<file path="src/rtl/seg_pkg.sv">
// seg_pkg: shared state type and segment patterns for the 7-segment scan controller.
package seg_pkg;
  typedef enum logic {BLANK, SHOW} seg_state_t;
  localparam logic [6:0] SEG_OFF  = 7'h7F;
  localparam logic [6:0] SEG_DASH = 7'b0111111;
  localparam logic [6:0] SEG_DIGITS [0:9] = '{
    7'b1000000, 7'b1111001, 7'b0100100, 7'b0110000, 7'b0011001,
    7'b0010010, 7'b0000010, 7'b1111000, 7'b0000000, 7'b0010000
  };
endpackage

</file>
<file path="src/rtl/seg_bcd_decode.sv">
// seg_bcd_decode: combinational BCD to active-low {g,f,e,d,c,b,a}; codes above 9 show a dash.
module seg_bcd_decode
  import seg_pkg::*;
(
  input  logic [3:0] i_bcd,
  output logic [6:0] o_seg
);
  assign o_seg = (i_bcd > 4'd9) ? SEG_DASH : SEG_DIGITS[i_bcd];
endmodule

</file>
<file path="src/rtl/seg_scan_ctrl.sv">
// seg_scan_ctrl: multiplexed common-anode display scanner with blanking gaps and frame-aligned updates.
// Define SEG_SCAN_LZ_BLANK_EN to suppress leading zeros (digit 0 always lights).
module seg_scan_ctrl #(
  parameter int NDIG  = 4,
  parameter int DIV   = 50000,
  parameter int BLANK = 16
) (
  input  logic              clk,
  input  logic              rst,
  input  logic [4*NDIG-1:0] digits_in,
  input  logic              load,
  output logic [6:0]        seg,
  output logic [NDIG-1:0]   an,
  output logic              frame_done
);
  import seg_pkg::*;
  localparam int CW = $clog2(DIV > BLANK ? DIV : BLANK);
  localparam int IW = $clog2(NDIG);
  localparam logic [CW-1:0] DIV_M1   = CW'(DIV - 1);
  localparam logic [CW-1:0] BLANK_M1 = CW'(BLANK - 1);
  localparam logic [IW-1:0] LAST     = IW'(NDIG - 1);
  seg_state_t        r_state, w_state_nxt;
  logic [CW-1:0]     r_cnt, w_cnt_nxt;
  logic [IW-1:0]     r_idx, w_idx_nxt;
  logic [4*NDIG-1:0] r_pend, r_disp, w_pend_nxt, w_disp_nxt;
  logic [6:0]        r_seg, w_seg_nxt, w_dec;
  logic [NDIG-1:0]   r_an, w_an_nxt;
  logic              r_fd, w_fd_nxt, w_frame_start, w_lit, w_lz;
  logic [3:0]        w_bcd;
  assign w_frame_start = (r_state == seg_pkg::BLANK) && (r_cnt == BLANK_M1) && (r_idx == '0);
  assign w_pend_nxt    = load ? digits_in : r_pend;
  // The frame-start edge must decode the freshly latched frame, so look ahead at the next display value.
  assign w_disp_nxt    = w_frame_start ? w_pend_nxt : r_disp;
  assign w_bcd         = w_disp_nxt[4*w_idx_nxt +: 4];
  seg_bcd_decode u_dec (.i_bcd(w_bcd), .o_seg(w_dec));
`ifdef SEG_SCAN_LZ_BLANK_EN
  assign w_lz = (w_idx_nxt != '0) && ((w_disp_nxt >> (4*w_idx_nxt)) == '0);
`else
  assign w_lz = 1'b0;
`endif
  always_comb begin
    w_state_nxt = r_state;
    w_cnt_nxt   = r_cnt + 1'b1;
    w_idx_nxt   = r_idx;
    w_fd_nxt    = 1'b0;
    if (r_state == seg_pkg::BLANK && r_cnt == BLANK_M1) begin
      w_state_nxt = SHOW;
      w_cnt_nxt   = '0;
    end else if (r_state == SHOW && r_cnt == DIV_M1) begin
      w_state_nxt = seg_pkg::BLANK;
      w_cnt_nxt   = '0;
      w_idx_nxt   = (r_idx == LAST) ? '0 : r_idx + 1'b1;
      w_fd_nxt    = (r_idx == LAST);
    end
    w_lit     = (w_state_nxt == SHOW) && !w_lz;
    w_seg_nxt = w_lit ? w_dec : SEG_OFF;
    w_an_nxt  = w_lit ? ~(NDIG'(1) << w_idx_nxt) : '1;
  end
  always_ff @(posedge clk) begin
    if (!rst) begin
      r_state <= seg_pkg::BLANK;
      r_cnt   <= '0;
      r_idx   <= '0;
      r_pend  <= '0;
      r_disp  <= '0;
      r_seg   <= SEG_OFF;
      r_an    <= '1;
      r_fd    <= 1'b0;
    end else begin
      r_state <= w_state_nxt;
      r_cnt   <= w_cnt_nxt;
      r_idx   <= w_idx_nxt;
      r_pend  <= w_pend_nxt;
      r_disp  <= w_disp_nxt;
      r_seg   <= w_seg_nxt;
      r_an    <= w_an_nxt;
      r_fd    <= w_fd_nxt;
    end
  end
  assign seg        = r_seg;
  assign an         = r_an;
  assign frame_done = r_fd;
endmodule

</file>
<file path="config.mk">
export PLATFORM = sky130hd
export DESIGN_NAME = seg_scan_ctrl
export DESIGN_NICKNAME = d
export VERILOG_FILES = /design/src/rtl/seg_pkg.sv /design/src/rtl/seg_bcd_decode.sv /design/src/rtl/seg_scan_ctrl.sv
export SDC_FILE = /design/constraint.sdc
export NUM_CORES = 1
export LEC_CHECK = 0
export ABC_CLOCK_PERIOD_IN_PS = 9000
export CAP_MARGIN = 15
export CORE_UTILIZATION = 50
export CTS_CLUSTER_DIAMETER = 30
export DETAILED_ROUTE_END_ITERATION = 12
export PLACE_DENSITY = 0.72
export SYNTH_ARGS = -nofsm -noshare
export SYNTH_HDL_FRONTEND = slang
export SYNTH_SLANG_ARGS = --single-unit
</file>
<file path="constraint.sdc">
create_clock -name clk -period 9 [get_ports clk]
set_clock_uncertainty 0.15 [all_clocks]
set_input_delay 2.25 -clock clk [delete_from_list [all_inputs] [get_ports clk]]
set_output_delay 2.25 -clock clk [all_outputs]
set_load 0.02 [all_outputs]
</file>
# Word-level counts from Yosys, hierarchy flattened
# Memory sizes are Yosys's and may differ from the RTL's.
# Index checks and enable logic that the tools add are counted.
word_totals:
  n_memories: 1
  out_inout_bits: 12
  inputBits: 19
  reg_bits: 63
  wordCells: 43
  rom_bits: 112
classes:
  eq_ne: 3
  addsub: 2
  n_reduce_logical: 8
  order_cmp: 2
  n_bitwise: 6
  shifts: 2
  muxes: 10
memory_table:
  columns: ["memory", "depth", "width", "read_ports", "rd_ports_with_merged_regs", "wr", "line_no", "source"]
  rows:
  - ["(no name shown)", 16, 7, 1, 0, 0, "seg_bcd_decode.sv:8", "assign o_seg = (i_bcd > 4'd9) ? SEG_DASH : SEG_DIGITS[i_bcd];"]
ops:
  columns: ["operator", "count"]
  rows:
  - ["$mux W16", 2]
  - ["$mux W7", 3]
  - ["$add A16 B1 Y16 const B", 1]
  - ["$eq A16 B16 Y1 const B", 1]
  - ["$eq A16 B4 Y1 const B", 1]
  - ["$shiftx A16 B5 Y4", 1]
  - ["$reduce_or A3 Y1", 3]
  - ["$mux W2", 3]
  - ["$ge A5 B5 Y1 const B", 1]
  - ["$not A4 Y5", 1]
  - ["$gt A4 B4 Y1 const B", 1]
  - ["$not A1 Y1", 4]
  - ["$not A4 Y4", 1]
  - ["$shl A1 B2 Y4 const A", 1]
  - ["$logic_and A1 B1 Y1", 3]
  - ["$add A2 B1 Y2 const B", 1]
  - ["$eq A2 B2 Y1 const B", 1]
  - ["$logic_not A2 Y1", 1]
  - ["$mux W1", 2]
  - ["$reduce_and A2 Y1", 1]

# Depth between registers and ports, before layout
depth:
  depth_word: 10
  mapped_depth: 15
  depth_no_buf: 13

# By module
# Synthesis repeated with hierarchy kept, for this count alone.
hier_totals:
  hier_cells: 262
  area_unflattened_um2: 2785.2
by_module_without_submodules:
  columns: ["mod", "area_each_um2", "seq_area_each_um2", "cells_each", "n_inst"]
  rows:
  - ["seg_scan_ctrl", 2566.2, 1261.2, 236, 1]
  - ["seg_bcd_decode", 219.0, 0.0, 26, 1]

# Worst setup path after synthesis
# Ideal clock, no wire load.
synth_timing:
  path_type: "input -> register"
  from: "in load"
  to: "reg r_seg[3] (netlist: seg[3])"
  t_required_ns: 8.725
  n_path_buf: 2
  path_stages: 11
  setup_slack_ns: 4.448
  t_arrival_ns: 4.277
  setup_time_ns: 0.125
  cell_sequence: "buf_2 buf_1 mux2i_1 nand2_1 o21ai_0 mux2i_1 mux2i_1 ha_1 nor2_1 a211oi_2 o21ai_1"
synth_between:
  elab_chain_cells: 7
  elab_cells_between_ends: 9
  classes_between: "1 x order compare; 1 x shift; 4 x mux; 1 x bitwise; 1 x reduce/logical; 1 x memory"
synth_rtl:
  columns: ["item", "line_no", "source"]
  rows:
  - ["start: declaration", "seg_scan_ctrl.sv:11", "input logic load,"]
  - ["$mux W16 *", "seg_scan_ctrl.sv:31", "assign w_pend_nxt = load ? digits_in : r_pend;"]
  - ["$mux W16 *", "seg_scan_ctrl.sv:33", "assign w_disp_nxt = w_frame_start ? w_pend_nxt : r_disp;"]
  - ["$shiftx A16 B5 Y4 *", "seg_scan_ctrl.sv:34", "assign w_bcd = w_disp_nxt[4*w_idx_nxt +: 4];"]
  - ["$not A4 Y5 (implied by the code)", "seg_bcd_decode.sv:8", null]
  - ["$mem_v2 Z16 W7", null, null]
  - ["$mux W7 (implied by the code) (2 in series)", "seg_bcd_decode.sv:8", null]
  - ["end signal: assignment", "seg_scan_ctrl.sv:75", "r_seg <= w_seg_nxt;"]
  - ["end: declaration", "seg_scan_ctrl.sv:26", "logic [6:0] r_seg, w_seg_nxt, w_dec;"]
# Mark *: on every way between the ends. The rest lies on a longest branch, timed or not. The select of a mux whose other input is x is not followed.
# A chain may end at the register's enable or synchronous reset.

# Worst setup path after layout
# Same ends and word-level chain as after synthesis.

==> out/qor.json <==
{
  "area_growth_syn_to_layout": {"value": 18.1, "unit": "%"},
  "synth.net_count": {"value": 336},
  "data_required_time_at_the_worst_endpoint": {"value": 9120, "unit": "ps"},
  "grt_setup_unrepaired": {"value": "no"},
  "ys_async_sr_fraction": {"value": 0},
  "design.final.nets": {"value": 364},
  "synth_edf_count": {"value": 0},
  "cp_data_arrival_time": {"value": 5310, "unit": "ps"},
  "setup_violations": {"value": 0},
  "cp-start-kind": {"value": "primary input"},
  "slew-limit-headroom": {"value": 0.264},
  "clk_pin_slew": {"value": 60, "unit": "ps"},
  "diodes": {"value": 0},
  "power.share.combinational": {"value": 0.053},
  "die_h": {"value": 77.7, "unit": "um"},
  "post_synth_mux_area_share": {"value": 0.102},
  "fp.dieW": {"value": 77.7, "unit": "um"},
  "final-hold-violation-count": {"value": 0},
  "power_switching": {"value": 120, "unit": "uW"},
  "cts_setup_buffers": {"value": 0},
  "max_slew.worst_pin.slew": {"value": 1100, "unit": "ps"},
  "synth.top_cells.by_area": {"value": "sky130_fd_sc_hd__dfxtp_1, sky130_fd_sc_hd__mux2i_1, sky130_fd_sc_hd__nor2b_1"},
  "worstSkewPairLatency": {"value": 340, "unit": "ps"},
  "gr-usage-all-layers": {"value": 0.199},
  "proportion_of_power_drawn_by_flip_flops_and_latches": {"value": 0.512},
  "status": {"value": "completed"},
  "placement_rows": {"value": 27},
  "cts.root.buffer_cell": {"value": "sky130_fd_sc_hd__clkbuf_8"},
  "shortest_clock_period_the_worst_path_allows_after_layout": {"value": 5190, "unit": "ps"},
  "worst_path_most_repeated_cell": {"value": "sky130_fd_sc_hd__mux2i_1"},
  "pre_cts_ws": {"value": 3480, "unit": "ps"},
  "synthDominantCellAreaShare": {"value": 0.440},
  "cts_resized": {"value": 0},
  "hold_buffers": {"value": 0},
  "timing.critical_path.fanout_max": {"value": 20},
  "synth-adder-area-share": {"value": 0.0305},
  "drcViolationCount": {"value": 0},
  "final.period_utilization": {"value": 0.577},
  "final_critical_path_setup_slack": {"value": 3810, "unit": "ps"},
  "finalPower": {"value": 559, "unit": "uW"},
  "p_leak": {"value": 0.00138, "unit": "uW"},
  "grt_max_degree": {"value": 38},
  "tritoncts": {"value": "done"},
  "place.gp.congestion": {"value": 0.770},
  "placed_cells_incl_taps": {"value": 398},
  "worst_hold_path.num_cells": {"value": 1},
  "post_syn_area_per_cell": {"value": 9.25, "unit": "um^2"},
  "cts_num_sinks": {"value": 63},
  "cts-htree-levels": {"value": 3},
  "hold_class": {"value": "flop to flop"},
  "final_core_util": {"value": 0.615},
  "peakVddDrop": {"value": 0.101, "unit": "mV"},
  "critical_path_class": {"value": "primary input to flop"},
  "clock_path_buffers": {"value": 2},
  "fin_cells": {"value": 414},
  "antenna_left": {"value": 0},
  "stage_delay_of_the_slowest_cell_on_the_critical_path": {"value": 1200, "unit": "ps"},
  "area_of_the_core": {"value": 5510, "unit": "um^2"},
  "yosys-top-cells-count": {"value": "sky130_fd_sc_hd__dfxtp_1, sky130_fd_sc_hd__nand2_1, sky130_fd_sc_hd__mux2i_1, sky130_fd_sc_hd__nor2_1, sky130_fd_sc_hd__nor2b_1"},
  "main_combinational_cell_family_by_area_after_synthesis": {"value": "simple AND/OR/NAND/NOR gates"},
  "seq_area_frac_synth": {"value": 0.440},
  "io_pins": {"value": 31},
  "synthXorXnorAreaFrac": {"value": 0.0428},
  "synth_warnings": {"value": 0},
  "routed_via_density": {"value": 5.18},
  "setup_total_negative_slack": {"value": 0, "unit": "ps"},
  "timing.max_cap.violations": {"value": 0},
  "fillers": {"value": 468},
  "vias": {"value": 2145},
  "final_layout_size_suffix_gt1_frac": {"value": 0.0877},
  "grt_overflow": {"value": 0},
  "ff2ff_path_depth": {"value": 10},
  "power_switching_share": {"value": 0.214},
  "kind_of_end_point_of_the_critical_path": {"value": "flop"},
  "p_int": {"value": 440, "unit": "uW"},
  "yosys.cell_count.top_type": {"value": "sky130_fd_sc_hd__dfxtp_1"},
  "grt_antenna_before_repair": {"value": 0},
  "pwr_per_cell_area": {"value": 165, "unit": "nW/um^2"},
  "drtPass1Iterations": {"value": 4},
  "synth_area_leader_cell": {"value": "sky130_fd_sc_hd__dfxtp_1"},
  "die_area": {"value": 6040, "unit": "um^2"},
  "clkPwrFrac": {"value": 0.436},
  "cell_chain_of_the_critical_path": {"value": "clkdlybuf4s50_1 > mux2i_1 > nand2_1 > o21ai_0 > mux2i_1 > mux2i_1 > ha_1 > nand2_1 > o31ai_1 > a211oi_2 > o21ai_1"},
  "compound_gate_portion_of_the_synthesized_area": {"value": 0.120},
  "first_global_vias": {"value": 1944},
  "dp_hpwl": {"value": 3.66, "unit": "mm"},
  "post_synth_num_cell_types": {"value": 44},
  "synth_seq_cells": {"value": 63},
  "detail_route.wirelength": {"value": 5.39, "unit": "mm"},
  "initialDrtViolationCount": {"value": 64},
  "slew_viol_final": {"value": 0},
  "synthCells": {"value": 310},
  "timing.critical_path.slowest_stage_cell": {"value": "sky130_fd_sc_hd__clkdlybuf4s50_1"},
  "maxClockFrequency": {"value": 0.193, "unit": "GHz"},
  "grt_first_pass_wirelength": {"value": 9.09, "unit": "mm"},
  "yosys.area_share.simple": {"value": 0.223},
  "wl_per_cell": {"value": 13.0, "unit": "um"},
  "tritoncts.num_buffers": {"value": 9},
  "portBuffers": {"value": 30},
  "starting_density_of_the_core": {"value": 0.521},
  "postSynth.topFlopCell": {"value": "sky130_fd_sc_hd__dfxtp_1"},
  "syn_area": {"value": 2870, "unit": "um^2"}
}
power by group through the flow:
stage | sequential (uW) | clock, uW | combinational [uW]
after floorplan | 292 | 0 | 17.6
after global placement | 292 | 0 | 29.3
after detailed placement | 292 | 0 | 29.5
after CTS | 286 | 248 | 29.6
after global routing | 286 | 262 | 32.5
final | 286 | 244 | 29.4
stage by stage:
step           area [um^2]  hold slack [ps]
6_report              3390              299
5_1_grt               3390              319
4_1_cts               3380              302
3_5_place_dp          3190              292
3_3_place_gp          3190              282
2_1_floorplan         2870              268
cell type report:
cell class / instances / area [um^2] / share of cell area
multi-input cells: 222 / 1490 / 0.438
flip-flops and latches: 63 / 1260 / 0.372
repair buffers: 33 / 320 / 0.0946
clock buffers: 11 / 151 / 0.0447
well taps: 72 / 90.1 / 0.0266
clock inverters: 4 / 45.0 / 0.0133
inverters: 9 / 33.8 / 0.00997
cells by family after synthesis:
group,count (synthesis)
compound gates,48
xor+xnor,14
fa+ha+maj,7
buf+inv,25
flops,63
mux,29
simple gates,124
sequential cells by signal, summed over array words and instances, names as in the netlist:
register    flops
r_cnt          16
r_disp         16
seg             7
r_state         1
r_pend         16
an              4
frame_done      1
r_idx           2
final timing paths:
kind | end | slack [ps] | from
setup / recovery | seg[3] | 3810 | load
hold / removal | r_cnt[0] | 300 | r_cnt[0]
setup reg to reg | seg[5] | 5590 | r_cnt[0]
hold reg to reg | r_cnt[0] | 300 | r_cnt[0]
worst max-delay path: cells and delay by family:
family / cells / cell delay (ps)
multiplexers: 3 / 790
AO/OA/AOI/OAI: 4 / 620
buffers and inverters: 1 / 1200
AND/OR/NAND/NOR: 2 / 140
adder cells (fa/ha/maj): 1 / 280
layout by cell type, fill, tap and decap left out, types with 2 or more instances in the layout:
cell | synthesis | layout
sky130_fd_sc_hd__a211oi_1 | 2 | 2
sky130_fd_sc_hd__a21o_1 | 2 | 2
sky130_fd_sc_hd__a21oi_1 | 6 | 6
sky130_fd_sc_hd__a31oi_1 | 3 | 3
sky130_fd_sc_hd__and2_1 | 2 | 2
sky130_fd_sc_hd__and3_1 | 4 | 4
sky130_fd_sc_hd__buf_4 | 2 | 2
sky130_fd_sc_hd__clkbuf_8 | 0 | 11
sky130_fd_sc_hd__clkdlybuf4s50_1 | 0 | 30
sky130_fd_sc_hd__clkinv_2 | 0 | 3
sky130_fd_sc_hd__dfxtp_1 | 63 | 63
sky130_fd_sc_hd__ha_1 | 7 | 7
sky130_fd_sc_hd__inv_1 | 9 | 9
sky130_fd_sc_hd__mux2_2 | 2 | 2
sky130_fd_sc_hd__mux2i_1 | 27 | 27
sky130_fd_sc_hd__nand2_1 | 33 | 33
sky130_fd_sc_hd__nand3_1 | 13 | 13
sky130_fd_sc_hd__nand4_1 | 2 | 2
sky130_fd_sc_hd__nor2_1 | 27 | 27
sky130_fd_sc_hd__nor2b_1 | 27 | 27
sky130_fd_sc_hd__nor3_1 | 8 | 8
sky130_fd_sc_hd__o211a_1 | 8 | 8
sky130_fd_sc_hd__o21ai_0 | 17 | 17
sky130_fd_sc_hd__xnor2_1 | 6 | 6
sky130_fd_sc_hd__xor2_1 | 8 | 8
per-layer routing:
metal,wire (um),global-route usage,share of wire,vias up
li1,-,-,-,1117
met2,2270,0.281,0.42,45
met3,175,0.0435,0.032,13
met5,0,0,0,-
met1,2800,0.270,0.52,970
met4,139,0.130,0.026,0
Power figures use the tool's default switching activity.
==> edit (config.mk and constraints unchanged) <==
Change the parameter `NDIG` from 4 to 2.
--- a/src/rtl/seg_scan_ctrl.sv
+++ b/src/rtl/seg_scan_ctrl.sv
@@ -1,7 +1,7 @@
 // seg_scan_ctrl: multiplexed common-anode display scanner with blanking gaps and frame-aligned updates.
 // Define SEG_SCAN_LZ_BLANK_EN to suppress leading zeros (digit 0 always lights).
 module seg_scan_ctrl #(
-  parameter int NDIG  = 4,
+  parameter int NDIG  = 2,
   parameter int DIV   = 50000,
   parameter int BLANK = 16
 ) (
Ports: changed (resized an and digits_in); port bits go from 31 to 21. The function was not compared with the original's and may differ.
==> edit against the unedited design <==
Power down 40%. Fmax increased by 14%. Sequential share of layout area grew 1.3 points. Final cell count decreased by 33%. Synthesized area down 31%. Routed wire length down 34%. Sequential power is 30% lower. Final area is 33% lower. Largest cell class unchanged. Setup slack improved by 0.66 ns. Sequential cell count decreased by 19. Register-to-register slack worse by 0.19 ns.
==> edit: results <==
{
  "worst_pin_slew_ns": 0.9403,
  "numCtsBuffers": 5,
  "r2r_slack_ns": 5.40,
  "top_regs": "r_cnt (16), r_disp (8), r_pend (8)",
  "synthAdderAreaFrac_pct": 3.155,
  "path_max_fanout": 8,
  "yosysUniqueCellTypes": 47,
  "ys_seq_elements": 44,
  "r2r-start": "r_cnt[6]",
  "hpwl_um": 2576,
  "num_vias": 1470,
  "dp_cells": 269,
  "fin_cells": 277,
  "finish.net_count": 244,
  "gp_congestion": 0.7634,
  "yosys.area_share.xor_xnor_pct": 6.183,
  "synthesis.nets": 226,
  "intPower_mw": 0.2686,
  "routed_wl_um": 3560,
  "worstPathArrival_ns": 4.56,
  "io_buffers": 20,
  "grt_first_pass_wirelength_um": 6106,
  "synth.area.top_cells": "dfxtp_1, nor2_1, mux2i_1",
  "vdd_drop_max_v": 0.0001053,
  "power_leakage_nw": 0.9664,
  "syn-instance-count": 210,
  "outcome": "completed",
  "grt_usage_pct": 18.80,
  "yosys-mux-area-fraction_pct": 5.110,
  "worst_skew_pair.late_latency_ns": 0.28,
  "first_iter_violations": 69,
  "grt_max_degree": 23,
  "cts.htree.levels": 2,
  "grt_pass1_vias": 1392,
  "yosysSeqAreaShare_pct": 44.42,
  "nFillCells": 345
}
edit: final cells by class:
| class | instances | area (um^2) | share of cell area [%] |
|---|---|---|---|
| multi-input combinational | 153 | 1037 | 45.42 |
| timing repair buffer | 20 | 200.2 | 8.767 |
| sequential | 44 | 880.8 | 38.58 |
| tap | 48 | 60.06 | 2.630 |
| clock buffer | 8 | 90.09 | 3.945 |
| inverter | 4 | 15.01 | 0.6575 |
edit: worst min-delay path by stage:
stage                   from  cells past startpoint  slack [ns]        to
detailed placement  r_cnt[0]                      1        0.30  r_cnt[0]
global route        r_cnt[0]                      1        0.36  r_cnt[0]
finish              r_cnt[0]                      1        0.32  r_cnt[0]
global placement    r_cnt[0]                      1        0.27  r_cnt[0]
floorplan           r_cnt[0]                      1        0.27  r_cnt[0]
CTS                 r_cnt[0]                      1        0.31  r_cnt[0]
edit: critical path, stage by stage:
cell and delay [ns]:
clkdlybuf4s50_1 0.74, mux2i_1 0.30, nand2_1 0.11, o221a_2 0.21, inv_1 0.11, ha_1 0.21
nor2_1 0.07, o21a_1 0.19, or3_1 0.37
edit: per-layer routing:
| layer | vias to the layer above | part of all wire, % | GRT usage, % |
|---|---|---|---|
| met5 | - | 0 | 0 |
| met4 | 0 | 1.5 | 8.056 |
| met3 | 7 | 3.9 | 4.577 |
| met2 | 23 | 46 | 31.38 |
| met1 | 681 | 49 | 22.78 |
| li1 | 759 | - | - |
edit: cells by family after synthesis:
family                   after synthesis
AND/OR/NAND/NOR                       90
flip-flops                            44
AO/OA/AOI/OAI                         34
XOR/XNOR                              14
buffers and inverters                 13
multiplexers                          10
adder cells (fa/ha/maj)                5
edit: power groups by stage:
stage          Clock [mW]  Sequential [mW]  Combinational (mW)
2_1_floorplan           0            0.203             0.00896
3_3_place_gp            0            0.204              0.0143
3_5_place_dp            0            0.204              0.0149
4_1_cts             0.127            0.199              0.0150
5_1_grt             0.137            0.199              0.0164
6_report            0.122            0.199              0.0148
edit: stage by stage:
stage,utilization [%],cell area [um^2],setup slack (ns)
final,61.00,2283,4.465
after global routing,61.00,2283,4.313
after CTS,61.00,2283,4.465
after detailed placement,58.59,2193,4.164
after floorplan,-,1983,4.689
after global placement,58.59,2193,4.236
